$ cat src/rtl/demultiplexor16_wb.sv
// Registered 1-to-16 write demultiplexor. It routes one data word into one of 16
// held channels and gives each channel a pending flag, a one-cycle strobe and a sticky overflow flag.

module demux16_chan #(
    parameter int WIDTH     = 16,
    parameter bit OVERWRITE = 1'b0
) (
    input  logic             clk_i,
    input  logic             rst_i,
    input  logic             wr_i,
    input  logic             ack_i,
    input  logic [WIDTH-1:0] data_i,
    output logic [WIDTH-1:0] data_o,
    output logic             stb_o,
    output logic             pend_o,
    output logic             ovr_o
);
    logic [WIDTH-1:0] data_q, data_d;
    logic             stb_q, stb_d, pend_q, pend_d, ovr_q, ovr_d;

    always_comb begin
        data_d = data_q;
        stb_d  = wr_i;
        pend_d = pend_q;
        ovr_d  = ovr_q;
        if (wr_i) begin
            data_d = data_i;
            pend_d = 1'b1;
            // An overwrite with a simultaneous ack means the old value was consumed.
            if (pend_q) ovr_d = OVERWRITE && !ack_i;
        end else if (ack_i && pend_q) begin
            pend_d = 1'b0;
            ovr_d  = 1'b0;
        end
        if (!OVERWRITE) ovr_d = 1'b0;
    end

    always_ff @(posedge clk_i) begin
        if (rst_i) begin
            data_q <= '0;
            stb_q  <= 1'b0;
            pend_q <= 1'b0;
            ovr_q  <= 1'b0;
        end else begin
            data_q <= data_d;
            stb_q  <= stb_d;
            pend_q <= pend_d;
            ovr_q  <= ovr_d;
        end
    end

    assign data_o = data_q;
    assign stb_o  = stb_q;
    assign pend_o = pend_q;
    assign ovr_o  = ovr_q;
endmodule

module demultiplexor16_wb #(
    parameter int WIDTH     = 16,
    parameter bit OVERWRITE = 1'b0
) (
    input  logic             clk_i,
    input  logic             rst_i,
    input  logic [WIDTH-1:0] in_i,
    input  logic [3:0]       sel_i,
    input  logic             in_valid_i,
    output logic             in_ready_o,
    output logic [WIDTH-1:0] out0_o,
    output logic [WIDTH-1:0] out1_o,
    output logic [WIDTH-1:0] out2_o,
    output logic [WIDTH-1:0] out3_o,
    output logic [WIDTH-1:0] out4_o,
    output logic [WIDTH-1:0] out5_o,
    output logic [WIDTH-1:0] out6_o,
    output logic [WIDTH-1:0] out7_o,
    output logic [WIDTH-1:0] out8_o,
    output logic [WIDTH-1:0] out9_o,
    output logic [WIDTH-1:0] out10_o,
    output logic [WIDTH-1:0] out11_o,
    output logic [WIDTH-1:0] out12_o,
    output logic [WIDTH-1:0] out13_o,
    output logic [WIDTH-1:0] out14_o,
    output logic [WIDTH-1:0] out15_o,
    output logic [15:0]      out_stb_o,
    output logic [15:0]      out_pend_o,
    input  logic [15:0]      out_ack_i,
    output logic [15:0]      out_ovr_o
);
    logic [15:0][WIDTH-1:0] data;
    logic                   accept;

    assign in_ready_o = !rst_i && (OVERWRITE || !out_pend_o[sel_i]);
    assign accept     = in_valid_i && in_ready_o;

    for (genvar i = 0; i < 16; i++) begin : g_chan
        demux16_chan #(.WIDTH(WIDTH), .OVERWRITE(OVERWRITE)) u_chan (
            .clk_i  (clk_i),
            .rst_i  (rst_i),
            .wr_i   (accept && (sel_i == 4'(i))),
            .ack_i  (out_ack_i[i]),
            .data_i (in_i),
            .data_o (data[i]),
            .stb_o  (out_stb_o[i]),
            .pend_o (out_pend_o[i]),
            .ovr_o  (out_ovr_o[i])
        );
    end

    assign out0_o  = data[0];
    assign out1_o  = data[1];
    assign out2_o  = data[2];
    assign out3_o  = data[3];
    assign out4_o  = data[4];
    assign out5_o  = data[5];
    assign out6_o  = data[6];
    assign out7_o  = data[7];
    assign out8_o  = data[8];
    assign out9_o  = data[9];
    assign out10_o = data[10];
    assign out11_o = data[11];
    assign out12_o = data[12];
    assign out13_o = data[13];
    assign out14_o = data[14];
    assign out15_o = data[15];
endmodule

$ cat config.mk
export PLATFORM = sky130hd
export DESIGN_NAME = demultiplexor16_wb
export DESIGN_NICKNAME = d
export VERILOG_FILES = /design/src/rtl/demultiplexor16_wb.sv
export SDC_FILE = /design/constraint.sdc
export NUM_CORES = 1
export LEC_CHECK = 0
export BUFFER_PORTS_ARGS = -buffer_cell sky130_fd_sc_hd__buf_4
export CAP_MARGIN = 20
export CELL_PAD_IN_SITES_DETAIL_PLACEMENT = 1
export CELL_PAD_IN_SITES_GLOBAL_PLACEMENT = 1
export CORE_UTILIZATION = 41
export CTS_CLUSTER_DIAMETER = 50
export DETAILED_ROUTE_END_ITERATION = 8
export GPL_ROUTABILITY_DRIVEN = 0
export GPL_TIMING_DRIVEN = 0
export HOLD_SLACK_MARGIN = 0.03
export PLACE_DENSITY = 0.85
export SETUP_SLACK_MARGIN = 0.2
export SLEW_MARGIN = 0
export SYNTH_ARGS = -nofsm -noshare
export SYNTH_HDL_FRONTEND = slang
export SYNTH_SLANG_ARGS = --single-unit
$ cat constraint.sdc
create_clock -name clk_i -period 2.8 [get_ports clk_i]
set_input_delay 0.56 -clock clk_i [delete_from_list [all_inputs] [get_ports clk_i]]
set_output_delay 0.56 -clock clk_i [all_outputs]
set_load 0.01 [all_outputs]
======== Word level (Yosys, flattened, before mapping) ========
Cells that the tools add are included.
cells by class
  equality and inequality tests ........... 15
  mux-type cells .......................... 34
  $lt $le $gt $ge ......................... 1
  reduce and logical (&&, ||, !) cells .... 53
operators by type and width
  operator              number
  $logic_and A1 B1 Y1   34
  $mux W1               33
  $eq A4 B4 Y1 const B  8
  $reduce_bool A2 Y1    16
  $eq A4 B3 Y1 const B  4
  $eq A4 B2 Y1 const B  2
  $lt A4 B5 Y1 const B  1
  $bmux W1 S4           1
  $eq A4 B1 Y1 const B  1
  $logic_not A4 Y1      1
  $logic_not A1 Y1      2
storage, ports and cells
  register bits ........................... 288
  logic and storage cells ................. 151

======== Depth between registers and ports, before layout ========
  word-level depth ........................ 7
  gate-level depth with buffers ........... 7
  mapped depth without buffers ............ 3

======== Modules after synthesis ========
Synthesis repeated with hierarchy kept, for this count alone.
unflattened totals
  cell total of the unflattened synthesis .. 1007
  area, all modules ....................... 10815.4 µm²
by module, submodules not included
  module              sequential area each (µm²)  area each (µm²)  times used  cells each
  demux16_chan        360.3                       651.9            16          60
  demultiplexor16_wb  0.0                         385.4            1           47

======== Worst setup path before layout ========
Ideal clock, no wire load.
  path kind ............................... input to output
  start point ............................. input port sel_i[0]
  end point ............................... output port in_ready_o
  stages on the path ...................... 5
  arrival ................................. 1673 ps
  path slack .............................. 567 ps
  cells stage by stage .................... buf_6 > buf_6 > mux4_2 > o32ai_1 > a31o_1
on the way
  longest elaborated chain between the ends .. 4
RTL lines
  what                           RTL line  text
  start: declaration             65        input logic [3:0] sel_i,
  $bmux W1 S4                    92        assign in_ready_o = !rst_i && (OVERWRITE || !out_pend_o[sel_i]);
  $mux W1 (implied by the code)  92
  $logic_not A1 Y1               92
  $logic_and A1 B1 Y1            92
  end: declaration               67        output logic in_ready_o,
Every way passes these cells. The select of a mux whose other input is x is not followed.

======== Final worst setup path ========
  start point ............................. input port sel_i[3]
  end point ............................... output port in_ready_o
Same word-level chain as after synthesis.

==> results.json <==
{
  "grt_overflow": 0,
  "num-fill-cells": 3439,
  "die-area_um2": 30100,
  "synth_enable_flop_cells": 0,
  "tns_ns": 0,
  "finalPower_uw": 9550,
  "seqCellArea_um2": 5770,
  "grt_pass1_wl_mm": 77.6,
  "clkSinkCount": 288,
  "setup_viol": 0,
  "slew_headroom": 0.309,
  "h-tree-depth": 2,
  "stdcell_count": 2161,
  "powerDensity_nw_per_um2": 594,
  "ys_top_cells_by_count": "dfxtp_1, a21oi_1, nand3_1, o21ai_0, clkbuf_1",
  "cap_violations": 0,
  "dp_hpwl_mm": 36.2,
  "portBuffers": 308,
  "cts_buffer_depth": 3,
  "yosysTopAreaCell": "dfxtp_1",
  "critPathCaptureType": "output pin",
  "dieWidth_um": 173,
  "synth_top_cell_area_share": 0.479,
  "cp.required_ns": 2.24,
  "drt-initial-drc-count": 1152,
  "numCtsBuffers": 35,
  "holdWs_ns": 0.345,
  "power.leakage_uw": 0.00619,
  "timing.rr.end": "g_chan[5].u_chan.data_o[14]$_SDFFE_PP0P_",
  "period_share": 0.906,
  "ys_ff_latch": 288,
  "clkLatencyLatePin_ns": 0.52,
  "syn_avg_cell_area_um2": 8.64,
  "cts_tree": "built",
  "multiInputGateArea_um2": 5060,
  "antenna_found_initial": 3,
  "grt_max_degree": 14,
  "r2r-start": "g_chan[5].u_chan.pend_o$_SDFFE_PP0P_",
  "hold_end": "g_chan[15].u_chan.pend_o$_SDFFE_PP0P_",
  "postSynthCellCount": 1394,
  "clk_pin_slew_ns": 0.06,
  "place_inst": 2101,
  "synthArstFlopShare": 0,
  "synthToLayoutAreaGrowth_pct": 33.4,
  "vias": 12900,
  "max_freq_mhz": 394,
  "nNetsFinal": 1793,
  "yosysWarnings": 0,
  "min_from": "out_ack_i[15]",
  "post_drt_wl_per_cell_um": 24.3,
  "drive_above_1_share": 0.295,
  "routed_via_density": 5.98,
  "dieHeight_um": 173,
  "first_global_vias": 12700,
  "initial_core_util": 0.419,
  "wl_mm": 52.6,
  "final_hold_viol_count": 0,
  "period_minus_slack_ns": 2.54,
  "seq_area_frac_synth": 0.479,
  "syn_area_um2": 12000,
  "row_count": 62,
  "yosysMostFrequentCell": "dfxtp_1",
  "drc_errors": 0,
  "start_kind": "input pin",
  "cp_max_fo": 10,
  "hold_depth": 3,
  "rsz0062_at_grt": "no",
  "synthTopCellsByArea": "dfxtp_1, a21oi_1, nand3_1",
  "critical_path_class": "in -> out",
  "clock_skew_ns": 0.00975,
  "grt_use_total": 0.336,
  "maxSlewViolCount": 0,
  "ios": 344,
  "dr.pass1.iters": 5,
  "synth_cell_type_count": 44,
  "ir_drop_v": 0.000329,
  "arrival_ns": 1.98,
  "rrSetupSlack_ns": 1.03,
  "clockRootBuffer": "clkbuf_16",
  "worstRegToRegCells": 5,
  "postRouteAntennaNets": 0,
  "worst_slew_pin_slew_ns": 1.04,
  "status": "finished, final reports clean",
  "core_um2": 28800,
  "min_path_type": "in -> reg",
  "synth_flop_cell": "dfxtp_1",
  "postCtsHoldBufs": 0
}
layout make-up:
cell class	count	area share
antenna	2	0.000311
multi-input combinational	882	0.315
timing repair buffer	308	0.144
inverter	1	0.000234
sequential	288	0.359
tap	384	0.0299
buffer	238	0.0796
clock inverter	13	0.00958
clock buffer	45	0.0626
through the flow:
step	setup WS, ns	instance area, um2	utilization
2_1_floorplan	0.567	12100	-
3_5_place_dp	0.225	14900	0.518
6_report	0.264	16100	0.558
5_1_grt	0.200	16100	0.558
4_1_cts	0.226	16100	0.558
3_3_place_gp	0.262	14900	0.518
placed cells by master, fill, tap and decap left out, types with 11 or more instances in the layout:
cell	count
nand4_1	64
o21ai_0	155
nand3_1	192
nor2b_1	17
buf_6	14
dfxtp_1	288
o21a_1	16
clkbuf_1	112
o21ai_1	37
o31ai_1	57
buf_2	56
a21oi_1	256
nor2_1	11
buf_4	363
conb_1	16
clkbuf_16	37
per-layer routing:
metal / routed length, um / vias up / GRT usage
met4: 2810 / 2 / 0.171
li1: - / 5716 / -
met5: 11 / - / 0
met3: 4160 / 166 / 0.0623
met1: 21700 / 6398 / 0.439
met2: 23900 / 647 / 0.531
power by group:
| part | switching, uW | internal (uW) | total (uW) |
|---|---|---|---|
| logic | 562 | 202 | 764 |
| registers | 23.1 | 4130 | 4150 |
| clock network | 1820 | 2810 | 4630 |
critical path: stages:
cell,delay (ns)
clkbuf_2,0.18
or2_1,0.24
buf_2,0.17
buf_2,0.25
o32ai_2,0.30
a31o_1,0.13
buf_4,0.13
logic make-up (layout without fill, tap and decap cells):
logic type	after synthesis	in the layout	share of synthesized area
compound gates	530	530	0.240
other cells	1	18	0.000311
buf+inv	239	605	0.106
mux	7	7	0.0104
flops	288	288	0.479
simple gates	329	329	0.164
registers in the layout, summed over array words and instances (netlist names):
register and cells:
g_chan.u_chan.data_o 256, g_chan.u_chan.pend_o 16, g_chan.u_chan.stb_o 16
timing repair:
item,CTS,global route
setup buffers,0,0
gates resized for setup,0,1
setup endpoints to repair,0,1
how the worst max path moves through the flow:
stage,slack (ns),startpoint,end,depth (start not counted)
after global routing,0.20,sel_i[3],in_ready_o,7
after CTS,0.23,sel_i[3],in_ready_o,7
after floorplan,0.57,sel_i[0],in_ready_o,5
final,0.26,sel_i[3],in_ready_o,7
after global placement,0.26,sel_i[3],in_ready_o,7
after detailed placement,0.23,sel_i[3],in_ready_o,7
Power figures use the tool's default switching activity.
